## config.mk

```make
export PLATFORM = sky130hd
export DESIGN_NAME = multi_mode_count_shifter
export DESIGN_NICKNAME = d
export VERILOG_FILES = /design/src/rtl/multi_mode_count_shifter.sv
export SDC_FILE = /design/constraint.sdc
export NUM_CORES = 1
export LEC_CHECK = 0
export BUFFER_PORTS_ARGS = -buffer_cell sky130_fd_sc_hd__buf_2
export CORE_ASPECT_RATIO = 0.5
export CORE_MARGIN = 10
export CORE_UTILIZATION = 25
export CTS_CLUSTER_SIZE = 14
export DETAILED_ROUTE_END_ITERATION = 10
export GPL_TIMING_DRIVEN = 0
export PLACE_DENSITY = 0.43
export SYNTH_ARGS = -nofsm -noshare
export SYNTH_HDL_FRONTEND = slang
export SYNTH_SLANG_ARGS = --single-unit
```

## constraint.sdc

```tcl
create_clock -name i_clk -period 3.6 [get_ports i_clk]
set_input_delay 0.9 -clock i_clk [delete_from_list [all_inputs] [get_ports i_clk]]
set_output_delay 0.9 -clock i_clk [all_outputs]
set_load 0.01 [all_outputs]
```

## src/rtl/multi_mode_count_shifter.sv

```systemverilog
// Iterative shifter for the FP adder: right shift with guard/round/sticky, left shift and
// normalise, moving up to STEP positions per clock and reporting the distance shifted.
module multi_mode_count_shifter #(
  parameter int WIDTH = 24,
  parameter int CNT_W = 8,
  parameter int STEP  = 1
) (
  input  logic             i_clk,
  input  logic             i_clear,
  input  logic             i_start,
  input  logic [1:0]       i_mode,
  input  logic [WIDTH-1:0] i_data,
  input  logic [CNT_W-1:0] i_count,
  output logic [WIDTH-1:0] o_result,
  output logic             o_guard,
  output logic             o_round,
  output logic             o_sticky,
  output logic [CNT_W-1:0] o_shift_amt,
  output logic             o_busy,
  output logic             o_done
);

  localparam int XW = WIDTH + 2;
  localparam int CW = CNT_W + 32;

  typedef enum logic [1:0] {S_IDLE, S_SHIFT, S_FINISH} state_t;

  state_t           r_state;
  state_t           w_next;
  logic [XW-1:0]    r_val;
  logic             r_sticky;
  logic             r_left;
  logic [CNT_W-1:0] r_rem;
  logic [CNT_W-1:0] r_amt;

  logic [CW-1:0]    w_cnt_ext;
  logic [CNT_W-1:0] w_lz;
  logic [CNT_W-1:0] w_lim_w;
  logic [CNT_W-1:0] w_n;
  logic [CNT_W-1:0] w_step;
  logic [XW-1:0]    w_shifted;
  logic [XW-1:0]    w_lost_mask;
  logic             w_lost;

  function automatic logic [CNT_W-1:0] lead_zeros(input logic [WIDTH-1:0] d);
    logic [CNT_W-1:0] lz;
    lz = CNT_W'(WIDTH);
    for (int i = 0; i < WIDTH; i++) begin
      if (d[i]) lz = CNT_W'(WIDTH - 1 - i);
    end
    return lz;
  endfunction

  // Effective shift amount; normalise is capped by the leading-zero count up front so the
  // shift loop can never push a set bit past the MSB.
  always_comb begin
    w_cnt_ext = CW'(i_count);
    w_lz      = lead_zeros(i_data);
    w_lim_w   = (w_cnt_ext > CW'(WIDTH)) ? CNT_W'(WIDTH) : i_count;
    w_n       = '0;
    case (i_mode)
      2'b01:   w_n = w_lim_w;
      2'b10:   w_n = (w_lz < w_lim_w) ? w_lz : w_lim_w;
      default: w_n = (w_cnt_ext > CW'(XW)) ? CNT_W'(XW) : i_count;
    endcase
  end

  always_comb begin
    w_step      = (r_rem < CNT_W'(STEP)) ? r_rem : CNT_W'(STEP);
    w_shifted   = r_left ? (r_val << w_step) : (r_val >> w_step);
    w_lost_mask = ~({XW{1'b1}} << w_step);
    w_lost      = ~r_left & (|(r_val & w_lost_mask));
  end

  always_ff @(posedge i_clk or negedge i_clear) begin
    if (!i_clear) r_state <= S_IDLE;
    else          r_state <= w_next;
  end

  always_comb begin
    w_next = r_state;
    case (r_state)
      S_IDLE:   if (i_start) w_next = (w_n == '0) ? S_FINISH : S_SHIFT;
      S_SHIFT:  if (r_rem == w_step) w_next = S_FINISH;
      S_FINISH: w_next = S_IDLE;
      default:  w_next = S_IDLE;
    endcase
  end

  // The two bits below the operand hold guard and round; in left modes they only ever see zeros.
  always_ff @(posedge i_clk or negedge i_clear) begin
    if (!i_clear) begin
      r_val    <= '0;
      r_sticky <= 1'b0;
      r_left   <= 1'b0;
      r_rem    <= '0;
      r_amt    <= '0;
    end else begin
      case (r_state)
        S_IDLE: begin
          if (i_start) begin
            r_val    <= {i_data, 2'b00};
            r_sticky <= 1'b0;
            r_left   <= (i_mode == 2'b01) || (i_mode == 2'b10);
            r_rem    <= w_n;
            r_amt    <= '0;
          end
        end
        S_SHIFT: begin
          r_val    <= w_shifted;
          r_sticky <= r_sticky | w_lost;
          r_rem    <= r_rem - w_step;
          r_amt    <= r_amt + w_step;
        end
        default: ;
      endcase
    end
  end

  assign o_result    = r_val[XW-1:2];
  assign o_guard     = r_val[1];
  assign o_round     = r_val[0];
  assign o_sticky    = r_sticky;
  assign o_shift_amt = r_amt;
  assign o_busy      = (r_state == S_SHIFT);
  assign o_done      = (r_state == S_FINISH);

endmodule

```

==> metrics <==
Total Power=between 3 and 4 mW; Root Driver=clkbuf_16; first-pass GRT wire length=18700 um; grt total ovfl=0; CP Max Fanout=7; Synth Area in Adders=~6.3%; vias in the first global route=3447; Reg clk slew, reported paths=70 ps; HP Start=o_shift_amt[7]; RePlAce Congestion=0.791; Netlist cell types=51; crit path from=i_data[20]; Hold Path Depth=1; Place WS=-768 ps; Fmax achieved=276 MHz; Routed WL=11700 um; area of the multi-input gates=0.00218 sq mm; failing checks=negative setup slack; # nets final=approximately 560; # port buffers=73; antenna violations before repair=0; Hold Buf Count CTS=0; outcome=finished, violations left; Cell Pwr Density=800 mW/mm^2; Std-Cell Rows=29; Most used DFF post-synth=dfrtp_1; Fin Setup TNS=-22.5 ps; count leader, synth=a21oi_1; CTS tree=done; VDD IR max=roughly 0.27 mV; vias per std cell=4.99; type of element capturing the critical path=flip-flop; # DRC=0; final critical-path required period=3620 ps; Detail Route Antenna Nets=0; layout cell share with drive strength beyond 1=23.5%; IO Count=74; final setup vio count=1; LEAKAGE=1.89 nW; Worst slew margin=around a quarter; Post-Synth XOR/XNOR Area=approximately 1.6%; CP required=between 3000 and 4000 ps; CTS Buf Count=5; Max clock buf depth=2; setup ws final=-22.5 ps; later-pin clock latency in the skew report=290 ps; Slew Limit Fails=0; Synth top cells by count=a21oi_1 (52), nor2_1 (50), dfrtp_1 (46); Hold Vio Cnt, Final=0; Yosys reg bits=46; Mapped Cells=410; Initial DRC Count=259; worst min path class=flip-flop to flip-flop; die area=0.0186 sq mm; register area share after synthesis=34.7%; Final Skew=6.66 ps; Yosys warnings=0; Syn Area/Cell=8.09 sq um; WP depth=13; simple-gate portion of the synthesized area=19.8%; worst reg2reg path depth=13; critical path arrival=around 3800 ps; Post-synth ARST share=100%; clock sink count=46; area of the mapped netlist=about 0.0033 sq mm; RSZ-0062 raised after global routing=yes; Crit path max-delay family=simple AND/OR/NAND/NOR gates; Die W=183 um; Total Routing Usage GR=12.2%; max cap viols=0; fillers=1386; critical path class=input port to flip-flop; die height=101 um; final hold slack=484 ps; number of enable flip-flop cells after synthesis=0; layout overhead on the synthesized area=29.9%; r2r startpoint=r_rem[6]; Synth top area share=34.7%; worst-path cell chain=buf_2 > or2_2 > or4_1 > nor2_2 > ha_1 > o21ai_2 > nand2b_1 > a21oi_2 > a2111o_1 > and2_4 > a311o_1 > o2bb2ai_2 > a22o_1; CP peak stage delay=520 ps; cell taking the most area after synthesis=dfrtp_1; H-tree depth=2; largest family of logic cells by synthesized area=compound AO/OA/AOI/OAI gates; Final HPWL DP=8850 um; slowest stage cell, crit path=or4_1; multiplexer area fraction after synthesis=7.54%; crit path buf inv count=1; period utilisation layout=101%; WL/cell=17.2 um; FF+latch area=0.00115 sq mm; synth top area cells=dfrtp_1 (35%), a21oi_1 (7.8%), mux2i_1 (7.5%); ANT cells=0; CP Launch Type=input port; largest net degree at the start of global routing=47; core area=between 0.01 and 0.015 sq mm; 1st-pass router iterations=4; slew of the pin with the lowest slew margin=1140 ps; vias=3400; Synth Area in Compound Gates=26.4%; Initial Util=25.9%
## flip-flops by register name, indices dropped and copies added (netlist names)
| name | count |
|---|---|
| r_val | 26 |
| o_shift_amt | 8 |
| r_rem | 8 |
| r_state | 2 |
| r_left | 1 |
| o_sticky | 1 |
## routing by layer
metal  GRT usage [%]  vias up  share of wire, %
met2            19.9       52                46
met4            2.16        0              0.33
met1            16.7     1633                50
met3            2.28        2               3.4
li1                -     1713                 -
met5               0        -                 0
## final timing paths
kind                             endpoint  slack (ps)
min reg2reg                o_shift_amt[7]         480
max in group asynchronous       r_val[10]        2070
max                              r_rem[3]         -20
min                        o_shift_amt[7]         480
min in group asynchronous        r_val[8]         830
max reg2reg                o_shift_amt[7]         240
## final cells by class
type                            instances  share of cell area (%)
Sequential cell                        46                    26.7
Inverter                               13                    1.13
Timing Repair Buffer                   87                    11.5
Clock buffer                            5                    2.90
Buffer                                 19                    1.68
Multi-Input combinational cell        338                    50.6
Tap cell                              170                    4.93
Clock inverter                          3                   0.580
## where the power goes
group / internal, mW / leakage (nW) / total (mW) / switching (mW)
logic: 0.804 / 1.26 / 1.90 / 1.09
registers: 0.775 / 0.560 / 1.06 / 0.287
clock network: 0.262 / 0.0704 / 0.490 / 0.228
total: 1.84 / 1.89 / 3.45 / 1.61
## metrics by stage
step	std cells	cell area, sq um	util, %
global route	681	4310	33.7
CTS	677	4190	32.7
global placement	659	3920	30.6
detailed placement	659	3920	30.6
finish	681	4310	33.7
floorplan	416	3340	-
## worst register-to-register path, stage by stage, from the launching register on
cell	delay [ps]
dfrtp_1	410
or4_1	550
nor2_1	240
nand2_2	180
buf_2	260
ha_1	250
a21o_1	190
a21oi_1	220
o21bai_1	100
a21oi_1	220
nor2b_1	80
o21a_1	170
o21ai_0	200
mux2i_1	200
## cells in the final DEF (no fill, tap or decap), drive strengths merged, types with 2 or more instances in the layout
| cell type | count |
|---|---|
| nand3 | 8 |
| mux2i | 25 |
| conb | 7 |
| a311o | 2 |
| o21ai | 26 |
| nor3 | 9 |
| nor2 | 50 |
| and2 | 2 |
| o211ai | 4 |
| o21bai | 4 |
| clkbuf | 20 |
| o21a | 2 |
| o221ai | 2 |
| inv | 14 |
| xor2 | 3 |
| or2 | 2 |
| a22oi | 2 |
| a31oi | 4 |
| a21oi | 52 |
| ha | 15 |
| or4 | 4 |
| xnor2 | 3 |
| nand2b | 4 |
| nand4 | 5 |
| o2111ai | 2 |
| or3 | 5 |
| nor2b | 5 |
| a32oi | 2 |
| a22o | 6 |
| a21o | 5 |
| nand2 | 41 |
| nor4 | 5 |
| o22ai | 19 |
| buf | 91 |
| dfrtp | 46 |
## what timing repair did
item	CTS	global route
endpoints found under the setup margin	7	9
resized for setup	14	21
cloned	0	0
setup buffers	10	4
pin swaps	11	12
## kinds of logic (layout without fill, tap and decap cells)
logic type,count (synthesis),after routing
other,1,7
flip-flops,46,46
XOR/XNOR,6,6
multiplexers,25,25
AND/OR/NAND/NOR,143,143
adder cells (fa/ha/maj),16,16
AO/OA/AOI/OAI,141,141
buffers and inverters,32,127
No activity file was read; power rests on OpenSTA's default activity.
